==> src/rtl/alu_pkg.sv <==
// Shared opcode and flag-index definitions for the basic ALU.
package alu_pkg;

    typedef enum logic [1:0] {
        OP_SUB   = 2'b00,
        OP_NAND  = 2'b01,
        OP_LONES = 2'b10,
        OP_DEC   = 2'b11
    } alu_op_e;

    localparam int FLAG_ERR      = 0;
    localparam int FLAG_NEG      = 1;
    localparam int FLAG_POS      = 2;
    localparam int FLAG_OVERFLOW = 3;

    localparam int FLAG_W = 4;

endpackage

==> src/rtl/alu_comb.sv <==
// Combinational ALU stage: next result and status flags from operands and opcode.
module alu_comb #(
    parameter int WIDTH = 4,
    parameter int LEN   = 4
) (
    input  logic [WIDTH-1:0] i_arg0,
    input  logic [WIDTH-1:0] i_arg1,
    input  logic [1:0]       i_oper,
    output logic [WIDTH-1:0] o_result_nxt,
    output logic [3:0]       o_flag_nxt
);
    import alu_pkg::*;

    logic [WIDTH-1:0] diff;
    logic             sub_ovf;
    logic [WIDTH-1:0] lones;
    logic             lones_run;
    logic [WIDTH-1:0] dec;
    logic             dec_err;
    logic [WIDTH-1:0] res;
    logic             err;
    logic             ovf;

    assign diff    = i_arg0 - i_arg1;
    assign sub_ovf = (i_arg0[WIDTH-1] != i_arg1[WIDTH-1]) &&
                     (diff[WIDTH-1] != i_arg0[WIDTH-1]);

    // Count stops at the first zero found scanning down from the MSB.
    always_comb begin
        lones     = '0;
        lones_run = 1'b1;
        for (int i = 0; i < LEN; i++) begin
            if (lones_run && i_arg0[WIDTH-1-i]) begin
                lones = lones + WIDTH'(1);
            end else begin
                lones_run = 1'b0;
            end
        end
    end

    assign dec_err = |i_arg0[WIDTH-1:2];

    always_comb begin
        dec = '0;
        if (!dec_err) begin
            dec[i_arg0[1:0]] = 1'b1;
        end
    end

    always_comb begin
        res = '0;
        err = 1'b0;
        ovf = 1'b0;
        case (i_oper)
            OP_SUB: begin
                res = diff;
                ovf = sub_ovf;
            end
            OP_NAND:  res = ~(i_arg0 & i_arg1);
            OP_LONES: res = lones;
            OP_DEC: begin
                res = dec;
                err = dec_err;
            end
            default: res = '0;
        endcase
    end

    always_comb begin
        o_result_nxt                = res;
        o_flag_nxt                  = '0;
        o_flag_nxt[FLAG_ERR]        = err;
        o_flag_nxt[FLAG_NEG]        = res[WIDTH-1];
        o_flag_nxt[FLAG_POS]        = (|res) && !res[WIDTH-1];
        o_flag_nxt[FLAG_OVERFLOW]   = ovf;
    end

endmodule

==> src/rtl/basic_alu_core.sv <==
// Registered 4-operation ALU: combinational stage followed by result/flag register.
module basic_alu_core #(
    parameter int WIDTH = 4,
    parameter int LEN   = 4
) (
    input  logic             s_CLK,
    input  logic             s_RSTn,
    input  logic [WIDTH-1:0] i_arg0,
    input  logic [WIDTH-1:0] i_arg1,
    input  logic [1:0]       i_oper,
    output logic [WIDTH-1:0] o_result,
    output logic [3:0]       o_flag
);
    import alu_pkg::*;

    logic [WIDTH-1:0] result_nxt;
    logic [3:0]       flag_nxt;

    alu_comb #(
        .WIDTH (WIDTH),
        .LEN   (LEN)
    ) u_alu_comb (
        .i_arg0       (i_arg0),
        .i_arg1       (i_arg1),
        .i_oper       (i_oper),
        .o_result_nxt (result_nxt),
        .o_flag_nxt   (flag_nxt)
    );

    // s_RSTn is active-high despite its name.
    always_ff @(posedge s_CLK or posedge s_RSTn) begin
        if (s_RSTn) begin
            o_result <= '0;
            o_flag   <= '0;
        end else begin
            o_result <= result_nxt;
            o_flag   <= flag_nxt;
        end
    end

endmodule

==> config.mk <==
export PLATFORM = sky130hd
export DESIGN_NAME = basic_alu_core
export DESIGN_NICKNAME = d
export VERILOG_FILES = /design/src/rtl/alu_pkg.sv /design/src/rtl/alu_comb.sv /design/src/rtl/basic_alu_core.sv
export SDC_FILE = /design/constraint.sdc
export NUM_CORES = 1
export LEC_CHECK = 0
export BUFFER_PORTS_ARGS = -buffer_cell sky130_fd_sc_hd__buf_2
export CAP_MARGIN = 20
export CORE_MARGIN = 3
export CORE_UTILIZATION = 43
export DETAILED_ROUTE_END_ITERATION = 10
export MAX_ROUTING_LAYER = met4
export PLACE_DENSITY = 0.72
export RECOVER_POWER = 100
export SYNTH_ARGS = -nofsm -noshare
export SYNTH_HDL_FRONTEND = slang
export SYNTH_SLANG_ARGS = --single-unit
==> constraint.sdc <==
create_clock -name s_CLK -period 0.8 [get_ports s_CLK]
set_input_delay 0.08 -clock s_CLK [delete_from_list [all_inputs] [get_ports s_CLK]]
set_output_delay 0.08 -clock s_CLK [all_outputs]
set_load 0.02 [all_outputs]
Yosys cells after proc, flatten, opt, wreduce, memory -nomap -nowiden --
Cells that the tools add are included. W data, S select, Z words.
Word-level totals: input port bits 12, bits in registers 8, logic and storage cells 38, output and inout bits 8
Cells by class: add/sub/neg operators 4, magnitude comparators 2, multiplexer cells 13, equality and inequality tests 5, reductions and logical operators 10, bitwise logic cells 2
Operators by type and width (count):
- $mux W4 | 4
- $pmux W4 S4 | 1
- $add A4 B1 Y4 const B | 3
- $mux W1 | 7
- $logic_and A1 B1 Y1 | 6
- $and A4 B4 Y4 | 1
- $eq A2 B2 Y1 const B | 2
- $not A4 Y4 | 1
- $reduce_or A4 Y1 | 1
- $sub A4 B4 Y4 | 1
- $lt A2 B3 Y1 const B | 1
- $demux W1 S2 | 1
- $eq A2 B1 Y1 const B | 1
- $ge A2 B1 Y1 const B | 1
- $logic_not A2 Y1 | 1
- $ne A1 B1 Y1 | 2
- $reduce_or A2 Y1 | 1
- $logic_not A1 Y1 | 1

Longest topological paths before layout --
word-level depth 10, depth in mapped cells 8, depth with buffers taken out 8

Cells and area by module --
From an unflattened synthesis, not the netlist that was laid out.
Unflattened totals: cell total of the unflattened synthesis 62, area, all modules 624.3 µm²
Modules (own cells, without submodules):
- alu_comb | area an instance 420.4 µm², cells each 53, instances 1, sequential area each 0.0 µm²
- basic_alu_core | area an instance 203.9 µm², cells each 9, instances 1, sequential area each 200.2 µm²

Worst setup path before layout --
OpenSTA, ideal clock, no wires.
kind in2reg, start point input i_arg0[0], end point register o_flag[2], arrival time 1.488 ns, library setup time 0.120 ns, stages on the path 8, slack -0.808 ns, data required time 0.680 ns, cells stage by stage inv_1 > ha_1 > fa_1 > xnor2_1 > o21ai_0 > o22ai_1 > or3_1 > o211a_1
On the way: cells in the longest elaborated chain, start to end 8, elaborated cells between the ends (all ways) 15, those cells by class add/sub (1); order compare (2); mux (5); bitwise (2); reduce/logical (5)
Ends and longest elaborated chain:
- from (decl) | line basic_alu_core.sv:8 | input logic [WIDTH-1:0] i_arg0,
- $lt A2 B3 Y1 (implied by the code) / $ge A2 B1 Y1 (equally long branches) | line alu_comb.sv:46 | dec[i_arg0[1:0]] = 1'b1;
- $logic_and A1 B1 Y1 (implied by the code) | line alu_comb.sv:46
- $mux W1 (implied by the code) | line alu_comb.sv:46
- $demux W1 S2
- $mux W4 | line alu_comb.sv:45 | if (!dec_err) begin
- $pmux W4 S4 * | line alu_comb.sv:54 | case (i_oper)
- via result_nxt[2] | line basic_alu_core.sv:16 | logic [WIDTH-1:0] result_nxt;
- $reduce_or A4 Y1 * | line alu_comb.sv:74 | o_flag_nxt[FLAG_POS] = (|res) && !res[WIDTH-1];
- $logic_and A1 B1 Y1 * | line alu_comb.sv:74
- via flag_nxt[2] | line basic_alu_core.sv:17 | logic [3:0] flag_nxt;
- to (signal assigned) | line basic_alu_core.sv:37 | o_flag <= flag_nxt;
- to (decl) | line basic_alu_core.sv:12 | output logic [3:0] o_flag
Mark *: on every way through the listed nets, which the timed path passes. The rest lies on a longest branch.

Worst setup path after layout --
Same ends and word-level chain as after synthesis.

==> impl_metrics.ini <==
[status]
status = complete, but fails checks
violations = setup timing

[worst_setup_path]
cp_num_cells = 9
slowest_delay_ns = 0.36
critical_path_class = in2reg
path_buf_inv = 2
crit_chain = buf_8, inv_8, ha_4, fa_2, xnor2_1, o21ai_1, o22ai_1, or3_1, o211a_1
path_delay_family = adder cells
critPathRequiredTime_ns = 0.93
arrival_ns = 1.59
cp_max_fo = 2
slowest_stage = fa_2
crit_path_end_kind = flop
worstSetupStartpointType = primary input

[routing]
drt-initial-drc-count = 23
num_vias = 643
wire_per_inst_um = 17.3
via_per_inst = 5.59
remaining_drc_errors = 0
antenna_left = 0
wirelength_um = 1990
drt_pass1_iterations = 4

[synth]
ys_seq_area_frac = 0.287
netlist.area_leader.share = 0.287
synthCells = 61
synthArstFlopShare = 1.00
synth_top_area_cell = dfrtp_1
synthDistinctLibCells = 32
synth_edf_count = 0
syn_nets = 82
synth-main-ff-cell = dfrtp_1
syn-mean-instance-area_um2 = 9.99
ys_warn_count = 0
syn_area_um2 = 609
yosysMostFrequentCell = ha_1
synth_area_leaders = dfrtp_1, ha_1, inv_1
synthTopCellsByCount = ha_1, dfrtp_1, inv_1, nand2_1
ys_ff_latch = 7

[global_routing]
grt_pass1_wl_um = 3060
grt_pass1_vias = 652
grt_overflow = 0
grt_usage = 0.225
grt_antenna_before_repair = 0
grt_max_degree = 11

[clock_tree]
cts_sinks = 7
cts_tree = done
cts_max_level = 1
cts_buffer_depth = 2
cts-root-buf = clkbuf_4
clk_pin_slew_ns = 0.05
numCtsBuffers = 3

[finish]
drive_gt1_frac = 0.584
final_net_count = 123
area_delta_synth_final_pct = 83.6
final_area_um2 = 1120
n_antenna_cell = 0

[sta]
fin_ws_ns = -0.666
finalMaxSlewViolations = 0
tightest_slew_ns = 0.290
period_minus_slack_ns = 1.47
setup_viol = 14
fin_crit_sh = 1.83
max_freq_mhz = 682
rsz0062_at_grt = true
hold_viol_final = 0
relSlewSlack = 0.806

[worst_hold_path]
hold_start = i_oper[0]
hold_path_class = in2reg
holdPathStages = 2
min_to = o_flag[0]$_DFF_PP0_

[floorplanning]
die_w_um = 43.6
io_pins = 20
die_area_um2 = 1900
initial_core_util = 0.501
die_h_um = 43.6
rows = 12
coreArea_um2 = 1220

[place]
gp_congestion = 0.913
dp_hpwl_um = 1190
place_area_um2 = 880
portBuffers = 19
place_ws_ns = -0.871

[flow_run]
max_cap_violations = 0

[power]
p_leak_uw = 0.000544
ir_drop_v = 0.000659
p_per_area_nw_per_um2 = 1200
-- state kept, by name, indices dropped and copies added (netlist names) --
register  cells
o_result      3
o_flag        4
-- metal layers --
metal  GRT usage  part of all wire  up-vias  routed length, um
li1            -                 -      293                  -
met1       0.238              0.38      309                751
met2       0.436              0.53       34               1060
met3      0.0124             0.062        7                123
met4      0.0663             0.030        0                 60
met5           -                 0        -                  0
-- what timing repair did --
item | 4_1_cts | 5_1_grt
hold buffers | 1 | 0
endpoints found under the setup margin | 14 | 14
pin swaps | 8 | 10
cloned | 0 | 0
gates resized for setup | 40 | 6
hold endpoints to repair | 7 | 0
setup buffers | 2 | 4
-- power by group --
group          internal (uW)  leakage [uW]  switching (uW)  total [uW]
sequential               389     0.0000875            20.5         409
clock                    190     0.0000150             123         313
combinational            333      0.000442             282         615
total                    911      0.000544             426        1340
-- worst max path at each step --
stage	start	to	slack, ns
finish	i_arg0[0]	o_flag[2]$_DFF_PP0_	-0.67
CTS	i_arg0[0]	o_flag[2]$_DFF_PP0_	-0.52
global placement	i_arg0[3]	o_flag[2]$_DFF_PP0_	-0.85
detailed placement	i_arg0[0]	o_flag[2]$_DFF_PP0_	-0.87
floorplan	i_arg0[0]	o_flag[2]$_DFF_PP0_	-0.64
global route	i_arg0[0]	o_flag[2]$_DFF_PP0_	-0.72
-- logic make-up after synthesis --
group                      Yosys count  synth area share
xor gates and xnor gates             3            0.0431
AOI/OAI and AO/OA                   15             0.179
buffers and inverters               10            0.0821
DFF                                  7             0.287
and+or+nand+nor                     17             0.212
adders and majority gates            9             0.197
-- layout by cell type, fill, tap and decap left out, types with 2 or more instances in the layout --
cell type,count
inv_1,4
o211a_1,2
buf_4,12
nor2b_1,2
buf_2,5
ha_4,3
ha_1,5
nor2b_4,2
nand2_1,4
o21ai_1,2
buf_8,4
xor2_1,2
dfrtp_1,7
buf_6,15
clkbuf_4,3
-- per-stage QoR --
| stage | utilization | instances | power [uW] | setup TNS [ns] | hold WS [ns] |
|---|---|---|---|---|---|
| 2_1_floorplan | - | 61 | 652 | -1.51 | -0.117 |
| 3_3_place_gp | 0.723 | 106 | 840 | -3.54 | 0.00384 |
| 3_5_place_dp | 0.723 | 106 | 849 | -3.63 | 0.0127 |
| 4_1_cts | 0.888 | 112 | 1290 | -1.83 | 0.166 |
| 5_1_grt | 0.920 | 115 | 1420 | -2.97 | 0.204 |
| 6_report | 0.920 | 115 | 1340 | -2.45 | 0.192 |
-- final cells by class --
type,count,area [um^2]
fill,37,97.6
multi-input combinational,44,472
timing repair buffer,39,379
clock buffer,4,26.3
sequential,7,175
tap,14,17.5
inverter,7,48.8
Power figures use the tool's default switching activity.
